--- src/rtl/adder_cla_pipe_if.sv ---
`default_nettype none
// ============================================================================
// Module   : adder_cla_pipe_if
// Brief    : Operand/result handshake bundle for the pipelined CLA adder.
// Revision : 1.0
// ============================================================================
interface adder_cla_pipe_if #(
    parameter int WIDTH = 16
);
    logic             in_valid;
    logic             in_ready;
    logic [WIDTH-1:0] A;
    logic [WIDTH-1:0] B;
    logic             cin;
    logic             sub;
    logic             out_valid;
    logic             out_ready;
    logic [WIDTH-1:0] S;
    logic             cout;
    logic             ovf;
    logic             zero;

    modport master (
        output in_valid, A, B, cin, sub, out_ready,
        input  in_ready, out_valid, S, cout, ovf, zero
    );

    modport slave (
        input  in_valid, A, B, cin, sub, out_ready,
        output in_ready, out_valid, S, cout, ovf, zero
    );
endinterface
`default_nettype wire

--- src/rtl/adder_cla_pipe.sv ---
`default_nettype none
// ============================================================================
// Module   : adder_cla_pipe
// Brief    : Pipelined carry-lookahead adder/subtractor, GPS 4-bit groups per stage.
// Revision : 1.0
// ============================================================================
module adder_cla_pipe #(
    parameter int WIDTH = 16,
    parameter int GPS   = 1
) (
    input  logic             clk,
    input  logic             rst,
    adder_cla_pipe_if.slave  bus
);
    localparam int c_SW = 4 * GPS;
    localparam int c_NS = WIDTH / c_SW;

    // Returns {group G, group P, sum[3:0]} for one 4-bit lookahead group.
    function automatic logic [5:0] cla4(input logic [3:0] a, input logic [3:0] b,
                                        input logic c0);
        logic [3:0] p;
        logic [3:0] g;
        logic [3:0] c;
        p    = a ^ b;
        g    = a & b;
        c[0] = c0;
        c[1] = g[0] | (p[0] & c0);
        c[2] = g[1] | (p[1] & g[0]) | (p[1] & p[0] & c0);
        c[3] = g[2] | (p[2] & g[1]) | (p[2] & p[1] & g[0]) | (p[2] & p[1] & p[0] & c0);
        return {g[3] | (p[3] & g[2]) | (p[3] & p[2] & g[1]) | (p[3] & p[2] & p[1] & g[0]),
                &p, p ^ c};
    endfunction

    logic w_adv;
    logic r_ovf;
    logic r_zero;

    for (genvar k = 0; k < c_NS; k++) begin : g_stage
        // Stage k sees only operand bits not yet consumed and the sum bits already produced.
        localparam int c_IW = WIDTH - c_SW * k;
        localparam int c_OW = c_SW * (k + 1);

        logic [c_IW-1:0] w_a;
        logic [c_IW-1:0] w_b;
        logic            w_cin;
        logic            w_vin;
        logic [c_SW-1:0] w_slice;
        logic            w_cout;
        logic [c_OW-1:0] w_s;

        logic            r_vld;
        logic            r_c;
        logic [c_OW-1:0] r_s;

        if (k == 0) begin : g_head
            assign w_a   = bus.A;
            assign w_b   = bus.sub ? ~bus.B : bus.B;
            assign w_cin = bus.sub | bus.cin;
            assign w_vin = bus.in_valid;
            assign w_s   = w_slice;
        end else begin : g_body
            assign w_a   = g_stage[k-1].g_fwd.r_a;
            assign w_b   = g_stage[k-1].g_fwd.r_b;
            assign w_cin = g_stage[k-1].r_c;
            assign w_vin = g_stage[k-1].r_vld;
            assign w_s   = {w_slice, g_stage[k-1].r_s};
        end

        always_comb begin
            logic [5:0] w_grp;
            logic       w_c;
            w_grp   = '0;
            w_c     = w_cin;
            w_slice = '0;
            for (int j = 0; j < GPS; j++) begin
                w_grp = cla4(w_a[4*j +: 4], w_b[4*j +: 4], w_c);
                w_slice[4*j +: 4] = w_grp[3:0];
                w_c = w_grp[5] | (w_grp[4] & w_c);
            end
            w_cout = w_c;
        end

        always_ff @(posedge clk or posedge rst) begin
            if (rst) begin
                r_vld <= 1'b0;
                r_c   <= 1'b0;
                r_s   <= '0;
            end else if (w_adv) begin
                r_vld <= w_vin;
                r_c   <= w_cout;
                r_s   <= w_s;
            end
        end

        if (k < c_NS - 1) begin : g_fwd
            logic [c_IW-c_SW-1:0] r_a;
            logic [c_IW-c_SW-1:0] r_b;

            always_ff @(posedge clk or posedge rst) begin
                if (rst) begin
                    r_a <= '0;
                    r_b <= '0;
                end else if (w_adv) begin
                    r_a <= w_a[c_IW-1:c_SW];
                    r_b <= w_b[c_IW-1:c_SW];
                end
            end
        end
    end

    // Carry into the MSB is recovered as a^b^s at that bit.
    always_ff @(posedge clk or posedge rst) begin
        if (rst) begin
            r_ovf  <= 1'b0;
            r_zero <= 1'b0;
        end else if (w_adv) begin
            r_ovf  <= g_stage[c_NS-1].w_a[c_SW-1] ^ g_stage[c_NS-1].w_b[c_SW-1]
                    ^ g_stage[c_NS-1].w_slice[c_SW-1] ^ g_stage[c_NS-1].w_cout;
            r_zero <= ~|g_stage[c_NS-1].w_s;
        end
    end

    assign w_adv         = ~g_stage[c_NS-1].r_vld | bus.out_ready;
    assign bus.in_ready  = w_adv;
    assign bus.out_valid = g_stage[c_NS-1].r_vld;
    assign bus.S         = g_stage[c_NS-1].r_s;
    assign bus.cout      = g_stage[c_NS-1].r_c;
    assign bus.ovf       = r_ovf;
    assign bus.zero      = r_zero;
endmodule
`default_nettype wire

--- src/flat_wrapper.sv ---
// flat-port wrapper written by rule: the top's interface ports become plain ports
module adder_cla_pipe_flat 
#(
    parameter int WIDTH = 16,
    parameter int GPS   = 1
)
  (clk, rst, bus_in_valid, bus_A, bus_B, bus_cin, bus_sub, bus_out_ready, bus_in_ready, bus_out_valid, bus_S, bus_cout, bus_ovf, bus_zero);
  adder_cla_pipe_if #(.WIDTH(WIDTH)) bus_i ();
  input  logic clk;
  input  logic rst;
  input wire logic [$bits(bus_i.in_valid)-1:0] bus_in_valid;
  input wire logic [$bits(bus_i.A)-1:0] bus_A;
  input wire logic [$bits(bus_i.B)-1:0] bus_B;
  input wire logic [$bits(bus_i.cin)-1:0] bus_cin;
  input wire logic [$bits(bus_i.sub)-1:0] bus_sub;
  input wire logic [$bits(bus_i.out_ready)-1:0] bus_out_ready;
  output wire logic [$bits(bus_i.in_ready)-1:0] bus_in_ready;
  output wire logic [$bits(bus_i.out_valid)-1:0] bus_out_valid;
  output wire logic [$bits(bus_i.S)-1:0] bus_S;
  output wire logic [$bits(bus_i.cout)-1:0] bus_cout;
  output wire logic [$bits(bus_i.ovf)-1:0] bus_ovf;
  output wire logic [$bits(bus_i.zero)-1:0] bus_zero;
  assign bus_i.in_valid = bus_in_valid;
  assign bus_i.A = bus_A;
  assign bus_i.B = bus_B;
  assign bus_i.cin = bus_cin;
  assign bus_i.sub = bus_sub;
  assign bus_i.out_ready = bus_out_ready;
  assign bus_in_ready = bus_i.in_ready;
  assign bus_out_valid = bus_i.out_valid;
  assign bus_S = bus_i.S;
  assign bus_cout = bus_i.cout;
  assign bus_ovf = bus_i.ovf;
  assign bus_zero = bus_i.zero;
  adder_cla_pipe #(.WIDTH(WIDTH), .GPS(GPS)) u_core (.clk(clk), .rst(rst), .bus(bus_i));
endmodule
--- config.mk ---
export PLATFORM = sky130hd
export DESIGN_NAME = adder_cla_pipe_flat
export DESIGN_NICKNAME = d
export VERILOG_FILES = /design/src/rtl/adder_cla_pipe_if.sv /design/src/rtl/adder_cla_pipe.sv /design/src/flat_wrapper.sv
export SDC_FILE = /design/constraint.sdc
export NUM_CORES = 1
export LEC_CHECK = 0
export ABC_AREA = 1
export BUFFER_PORTS_ARGS = -buffer_cell sky130_fd_sc_hd__buf_2
export CAP_MARGIN = 0
export CORE_MARGIN = 2
export CORE_UTILIZATION = 41
export DETAILED_ROUTE_END_ITERATION = 12
export SLEW_MARGIN = 10
export SYNTH_ARGS = -nofsm -noshare
export SYNTH_HDL_FRONTEND = slang
export SYNTH_SLANG_ARGS = --single-unit
export TNS_END_PERCENT = 1
--- constraint.sdc ---
create_clock -name clk -period 2.83 [get_ports clk]
set_input_delay 0.4245 -clock clk [delete_from_list [all_inputs] [get_ports clk]]
set_output_delay 0.4245 -clock clk [all_outputs]
set_load 0.02 [all_outputs]
=== Word-level counts from Yosys, hierarchy flattened ===
Index checks and enable logic that the tools add are counted.

* Register bits: 98
* Output and inout port bits: 21

* Multiplexer cells: 1
* Bitwise logic cells: 119
* Reductions and logical operators: 6

{| class="wikitable"
|+ Operator list
! kind !! number
|-
| 1-bit bitwise AND || 60
|-
| 1-bit OR || 42
|-
| 4-bit XOR || 8
|-
| 4-bit bitwise AND || 4
|-
| 16-bit two-way mux || 1
|-
| 16-bit inverter || 1
|-
| 4-bit AND reduction || 4
|-
| 16-bit OR reduction || 1
|-
| 1-bit XOR || 3
|-
| 1-bit zero test || 1
|-
| 1-bit inverter || 1
|}

=== Depth between registers and ports, before layout ===
Gate-level depths: netlist of the first run.

* Word-level depth: 8
* Depth in mapped cells: 11
* Mapped depth without buffers: 10

=== Worst setup path before layout of the first run ===
OpenSTA, ideal clock, no wires.

* Kind: input to register
* Start: input bus_sub
* End: register u_core.g_stage[0].r_s[2]
* Library setup time: 0.121 ns
* Arrival: 1.660 ns
* Data required time: 2.709 ns
* Slack: 1.048 ns
* Cell stages on the path: 10
* Path through: buf_6 -> buf_6 -> xnor2_1 -> inv_1 -> ha_1 -> nand2_1 -> o21ai_1 -> nand2_1 -> nand2_1 -> o21ai_1

* Cells in the longest elaborated chain, start to end: 6
* Elaborated cells between the ends (all ways): 10
* Those cells by class: 1 x mux; 9 x bitwise

{| class="wikitable"
|+ RTL lines
! what !! RTL line !! RTL
|-
| start: declaration || flat_wrapper.sv:15 || <nowiki>input wire logic [$bits(bus_i.sub)-1:0] bus_sub;</nowiki>
|-
| 16-bit two-way mux || adder_cla_pipe.sv:57 || <nowiki>assign w_b = bus.sub ? ~bus.B : bus.B;</nowiki>
|-
| 4-bit XOR / 4-bit bitwise AND (equally long branches) || adder_cla_pipe.sv:24, adder_cla_pipe.sv:25 ||
|-
| 1-bit bitwise AND || adder_cla_pipe.sv:28 || <nowiki>c[2] = g[1] | (p[1] & g[0]) | (p[1] & p[0] & c0);</nowiki>
|-
| 1-bit OR / 1-bit bitwise AND (equally long branches) || adder_cla_pipe.sv:28 ||
|-
| 1-bit OR || adder_cla_pipe.sv:28 ||
|-
| 4-bit XOR * || adder_cla_pipe.sv:31 || <nowiki>&p, p ^ c};</nowiki>
|-
| end signal: assignment || adder_cla_pipe.sv:91 || <nowiki>r_s <= w_s;</nowiki>
|-
| end: declaration || adder_cla_pipe.sv:53 || <nowiki>logic [c_OW-1:0] r_s;</nowiki>
|}

Every way passes the cells marked *; elsewhere a longest branch is shown, timed or not.
A chain may end at the register's enable or synchronous reset.

=== Worst setup path after layout of the first run ===
* Start: register u_core.g_stage[3].r_vld (netlist: u_core.bus.out_valid)
* End: output bus_in_ready

* Cells in the longest elaborated chain, start to end: 2

{| class="wikitable"
|+ RTL lines
! what !! RTL line !! RTL
|-
| start: declaration || adder_cla_pipe.sv:51 || <nowiki>logic r_vld;</nowiki>
|-
| start signal: assignment || adder_cla_pipe.sv:89 || <nowiki>r_vld <= w_vin;</nowiki>
|-
| 1-bit inverter || adder_cla_pipe.sv:123 || <nowiki>assign w_adv = ~g_stage[c_NS-1].r_vld | bus.out_ready;</nowiki>
|-
| 1-bit OR || adder_cla_pipe.sv:123 ||
|-
| end: declaration || flat_wrapper.sv:17 || <nowiki>output wire logic [$bits(bus_i.in_ready)-1:0] bus_in_ready;</nowiki>
|}

Every way passes these cells.

==> results.md, run 1 <==
* Reg2reg start: u_core.g_stage[2].g_fwd.r_b[0]
* CTS Hold Buffers Added at 0
* Final setup viols at 0
* N_diodes at 0
* Die width at 111 um
* Crit end category: output pin
* Die area at 0.0122 mm2
* Crit Path Class: reg -> out
* Skew final at approximately 0.0054 ns
* Max Clk Rate at about 510 MHz
* Slew HR at 0.391
* Fin crit share at 0.694
* Initial DRC count at around 210
* Met2 wire length at 4030 um
* Worst-path maximum fanout at 65
* Nets@finish at approximately 660
* Clock slew at reported path FFs at 0.06 ns
* Area delta synth->final at 16.0%
* Tmin final at between 1.5 and 2 ns
* Avg Cell Area, Syn at around 8.6 um2
* Setup TNS at 0 ns
* Max-slew violations at 0
* Clock Latency Late Sink at roughly 0.34 ns
* Post-placement cell area at a little over 0.005 mm2
* Final ANT Viol Nets at 0
* Ports placed on the boundary at 59
* Initial core utilization at 0.426
* Routed wire length at 8910 um
* Port Buffers at 58
* Post-route cell area at roughly 0.0054 mm2
* Worst-case reg-to-reg path depth at 10
* Die height at around 110 um
* Root Buffer: clkbuf_16
* Post-CTS setup buffers at 0
* Top layer in use: met4
* Max-Cap Viols at 0
* Worst EP required at 2.41 ns
* Share of cells above drive strength 1 at 0.154
* GPL Wtd Cong at about 0.82
* Mapped cell area at 0.00465 mm2
* Fill cells at 1056
* Cts repair resizes at 0
* Status: complete, no violations
* Hold Vio Cnt, Final at 0
* Total gr overflow at 0
* Actual slew at the worst max-slew pin at 0.911 ns
* Final WS setup at just under 0.9 ns
* Met1 Wirelength at between 4000 and 5000 um
* H-tree depth at 3
* Met3 routed WL at 395 um
* Final Total Pwr at 6.00 mW
* CTS sink count at just under 100
* Commonest cells after routing, fill and taps aside: nand2_1, dfrtp_1, buf_2
* Synthesized flop and latch total at 98
* Syn Inst Count at 544
* Worst R2R Setup Slack at 1.14 ns
* CP Buf/Inv Count at 2
* Syn_nets at 603
* Unrepaired setup endpoints after global routing: false
* Number of global-route vias before repair at 3325
* Core ar. at about 0.011 mm2
* Vias per cell at roughly 4.7
* Critical Path, Cell by Cell: nand2_4 -> buf_12 -> buf_2
* First-pass GRT wire length at 15600 um
* R2R Path End: u_core.bus.zero
* DR pass1 iterations at 4
* Setup crit start kind: flip-flop
* CP max stage cell: dfrtp_1
* Peak VDD IR at 0.000464 V
* Leak at roughly 2.9 nW
* Register area share after synthesis at 0.527
* Via count at 3495
* Largest net degree at the start of global routing at 80
* Initial antenna violation count at 0
* Max Root-Sink Buffers at 2
* Arr. time, crit path at between 1.5 and 2 ns
* Synth unique cells at 29
* PD cells at 1110 mW/mm2
* Post-DP HPWL at around 6200 um
* CTS Buf Count at 9
* Row cnt at 38
* YS warnings at 0
* Worst hold path class: in -> async
* Cell family with most CP delay: buffers and inverters
* Max stage delay on crit path at 0.40 ns
* # DRC at 0
* WL per Instance at 12.0 um
* Post-Place Setup Slack at 0.931 ns
* Total Routing Usage GR at 0.153
* Leading cell type in the layout, fill and taps excluded: nand2_1
* CTS tree: yes
==> report_power, final <==
part           switching (mW)  internal, mW  total [mW]
combinational            1.43         0.844        2.28
clock                   0.502         0.859        1.36
sequential              0.347          2.02        2.36
total                    2.28          3.72        6.00
==> cells by family after synthesis <==
family,Yosys count,share of synthesized area
XOR/XNOR,20,0.0376
flip-flops,98,0.527
AND/OR/NAND/NOR,291,0.253
AO/OA/AOI/OAI,52,0.0575
adder cells (fa/ha/maj),21,0.0629
buffers and inverters,62,0.0618
==> routing by layer <==
metal  vias to the layer above  track usage
met5                         -            0
met3                         9       0.0390
met4                         0       0.0508
met2                        79        0.234
met1                      1596        0.213
li1                       1811            -
==> Yosys cell counts (all sizes together) <==
| library cell | count | area, um2 |
|---|---|---|
| nand2 | 245 | 935 |
| dfrtp | 98 | 2450 |
| inv | 40 | 153 |
| o21ai | 40 | 204 |
| buf | 21 | 131 |
| nand3 | 19 | 100 |
| ha | 17 | 213 |
| nor2 | 17 | 78.8 |
| xnor2 | 14 | 123 |
| a21oi | 9 | 45.0 |
| nand4 | 6 | 37.5 |
| xor2 | 6 | 52.6 |
| fa | 4 | 80.1 |
| nand3b | 3 | 22.5 |
| a31oi | 2 | 12.5 |
| clkbuf | 1 | 3.75 |
| nor3 | 1 | 5.00 |
| o22ai | 1 | 6.26 |
==> how the worst max path moves through the flow <==
stage | start | endpoint | slack (ns) | cells past startpoint
floorplan | bus_sub | u_core.g_stage[0].r_s[2] | 1.05 | 10
global placement | bus_sub | u_core.g_stage[0].r_s[2] | 1.03 | 9
CTS | u_core.bus.out_valid | bus_in_ready | 0.84 | 3
detailed placement | bus_sub | u_core.g_stage[0].r_c | 0.93 | 8
global route | u_core.bus.out_valid | bus_in_ready | 0.77 | 3
finish | u_core.bus.out_valid | bus_in_ready | 0.87 | 3
==> stage by stage <==
step / hold slack (ns) / util / std cells
final: 0.266 / 0.494 / 743
after detailed placement: 0.448 / 0.463 / 727
after global routing: 0.286 / 0.494 / 743
after global placement: 0.441 / 0.463 / 727
after CTS: 0.268 / 0.494 / 743
after floorplan: 0.420 / - / 544
==> flip-flops by register name, indices dropped and copies added, names as in the netlist <==
name                      count
u_core.g_stage.g_fwd.r_a     24
u_core.g_stage.g_fwd.r_b     24
u_core.g_stage.r_s           24
u_core.bus.S                 16
u_core.g_stage.r_c            3
u_core.g_stage.r_vld          3
u_core.bus.cout               1
u_core.bus.out_valid          1
u_core.bus.ovf                1
u_core.bus.zero               1
==> cell type report <==
type / instances / area (um2) / area share
clock buffer: 10 / 229 / 0.0424
clock inverter: 6 / 105 / 0.0195
inverter: 40 / 156 / 0.0290
multi-input combinational: 384 / 1910 / 0.354
sequential: 98 / 2450 / 0.454
tap: 140 / 175 / 0.0324
timing repair buffer: 65 / 368 / 0.0681
(Power assumes the default switching activity.)
==> inputs of run 2 (changes only) <==
Settings changed: ABC_AREA 1 to 0.
Clock period 2.83 ns to 1.8 ns, I/O delays scaled along.
==> run 2 against run 1 <==
The flow now finishes with violations (setup timing). Cell count fell by 9.8%. Critical path depth grew 3. Largest cell class unchanged. Synthesized area shrank 6.2%.
==> results.md, run 2 <==
* Critical Path, Cell by Cell: inv_1 -> fa_1 -> or4b_4 -> nor4_4 -> nand4_1 -> o31ai_2
* Nets@finish at 590
* Worst-path maximum fanout at 2
* Skew final at 0.0100 ns
* Area leader, netlist: dfrtp_1
* Clock slew at reported path FFs at about 0.080 ns
* Synth top cells by count: nand2_1, dfrtp_1, o21ai_1
* Initial core utilization at 0.423
* Slew HR at 0.662
* Commonest cells after routing, fill and taps aside: nand2_1, dfrtp_1, buf_2
* Post-Place Setup Slack at -0.190 ns
* DR pass1 iterations at 4
* Avg Cell Area, Syn at 9.35 um2
* N_diodes at 0
* Max-slew violations at 0
* Status: finished with violations
* Area delta synth->final at 16.7%
* Arr. time, crit path at 2.26 ns
* Setup TNS at -0.202 ns
* Post-route cell area at 0.00509 mm2
* Share of cells above drive strength 1 at 0.189
* First-pass GRT wire length at 14300 um
* Total gr overflow at 0
* Max Clk Rate at 499 MHz
* # DRC at 0
* Ports placed on the boundary at between 50 and 60
* Die height at 107 um
* Largest net degree at the start of global routing at 99
* Post-synth ARST share at 1.00
* Worst EP required at 2.06 ns
* Main synth FF type: dfrtp_1
* Worst hold path class: in -> async
* Root Buffer: clkbuf_8
* Leak at 2.63 nW
* Top post-synthesis cells by area: dfrtp_1, nand2_1, ha_1, xnor2_1, o21ai_1
* Worst hold margin at 0.0594 ns
* Initial antenna violation count at 0
* CTS tree: yes
* Most frequent cell after synthesis: nand2_1
* Critical Path Start: u_core.g_stage[2].g_fwd.r_b[0]
* Syn_nets at 526
* Max stage delay on crit path at 0.55 ns
* Tmin final at roughly 2 ns
* Crit Path Class: reg -> reg
* Peak VDD IR at 0.000634 V
* Number of global-route vias before repair at approximately 3100
* CTS Hold Buffers Added at 0
* Die width at between 100 and 150 um
* PD cells at about 1700 mW/mm2
* Number of synthesized flops with an enable pin at 0
* Syn Inst Count at about 470
* CTS Buf Count at 9
* Unrepaired setup endpoints after global routing: true
* Clock Latency Late Sink at 0.35 ns
* Post-DP HPWL at 5670 um
* Mapped cell area at 0.00436 mm2
* Final setup viols at 1
* Vias per cell at 4.58
* Final WS setup at -0.202 ns
* Setup crit start kind: flip-flop
* Top flop regs: u_core.g_stage.g_fwd.r_a x24, u_core.g_stage.g_fwd.r_b x24, u_core.g_stage.r_s x24
* Synth unique cells at 33
* Die area at 0.0115 mm2
* Final ANT Viol Nets at 0
* Via count at 3071
* Actual slew at the worst max-slew pin at roughly 0.51 ns
* GPL Wtd Cong at 0.794
* Hold Vio Cnt, Final at 0
* Top cell type's share of synthesized area at 0.562
* YS warnings at 0
* Register area share after synthesis at 0.562
* Leading cell type in the layout, fill and taps excluded: nand2_1
* Crit end category: flip-flop
* Initial DRC count at between 100 and 150
* Routed wire length at 8050 um
* CTS sink count at a little under 100
* Synthesized flop and latch total at 98
* CP max stage cell: fa_1
* Max Root-Sink Buffers at 2
* Port Buffers at 58
* Failing checks: setup timing
* Core ar. at 0.0103 mm2
* H-tree depth at 3
* WL per Instance at roughly 12 um
* Total Routing Usage GR at 0.154
* Fin crit share at 1.11
* Post-placement cell area at between 0.004 and 0.005 mm2
* Reg2reg start: u_core.g_stage[2].g_fwd.r_b[0]
* Row cnt at 37
* Final Util at 0.494
* Max-Cap Viols at 0
run 2: area by class of cell:
type | instances | area [um2]
Fill cell | 1022 | 5230
Sequential cell | 98 | 2450
Multi-Input combinational cell | 329 | 1780
Timing Repair Buffer | 76 | 450
Tap cell | 136 | 170
Clock buffer | 11 | 131
Inverter | 17 | 67.6
Clock inverter | 3 | 42.5
run 2: cells by family (layout without fill, tap and decap cells):
| kind of cell | after synthesis | count (layout) | share of synthesized area |
|---|---|---|---|
| DFF | 98 | 98 | 0.562 |
| buffers and inverters | 40 | 107 | 0.0387 |
| and+or+nand+nor | 226 | 226 | 0.203 |
| muxes | 1 | 1 | 0.00229 |
| xor gates and xnor gates | 26 | 26 | 0.0522 |
| AOI/OAI and AO/OA | 55 | 55 | 0.0748 |
| adders and majority gates | 21 | 21 | 0.0671 |
run 2: timing repair:
item,CTS,global route
setup buffers,1,0
setup endpoints to repair,1,4
gates resized for setup,3,2
pin swaps,1,3
run 2: per-stage QoR:
stage                     power (mW)  cells
after floorplan                 6.21    467
after global placement          7.13    655
after detailed placement        7.27    655
after CTS                       8.69    670
after global routing            9.41    670
final                           8.61    670
run 2: per-layer routing:
metal | vias up | global-route usage | part of all wire
li1 | 1594 | - | -
met3 | 9 | 0.0225 | 0.036
met5 | - | 0 | 0
met4 | 0 | 0.0612 | 0.015
met1 | 1412 | 0.226 | 0.52
met2 | 56 | 0.232 | 0.43
run 2: where the power goes:
| part | switching, mW | internal, mW |
|---|---|---|
| logic | 2.05 | 1.48 |
| clock network | 0.707 | 0.627 |
| registers | 0.564 | 3.18 |
| total | 3.32 | 5.29 |
run 2: critical path: cells and delay by family (launching register included):
| family | cells | cell delay [ns] |
|---|---|---|
| flops | 1 | 0.35 |
| compound gates | 1 | 0.20 |
| fa+ha+maj | 1 | 0.55 |
| buf+inv | 1 | 0.07 |
| simple gates | 3 | 0.75 |
run 2: path summary, 6_finish.rpt:
kind | endpoint | slack [ns] | cells after the start
max reg2reg | u_core.bus.zero | -0.20 | 6
min in group clk | u_core.g_stage[0].g_fwd.r_a[8] | 0.11 | 3
max | u_core.bus.zero | -0.20 | 6
min reg2reg | u_core.g_stage[2].r_vld | 0.46 | 2
max in group asynchronous | u_core.g_stage[0].r_s[1] | 1.37 | 3
min | u_core.bus.S[6] | 0.06 | 3
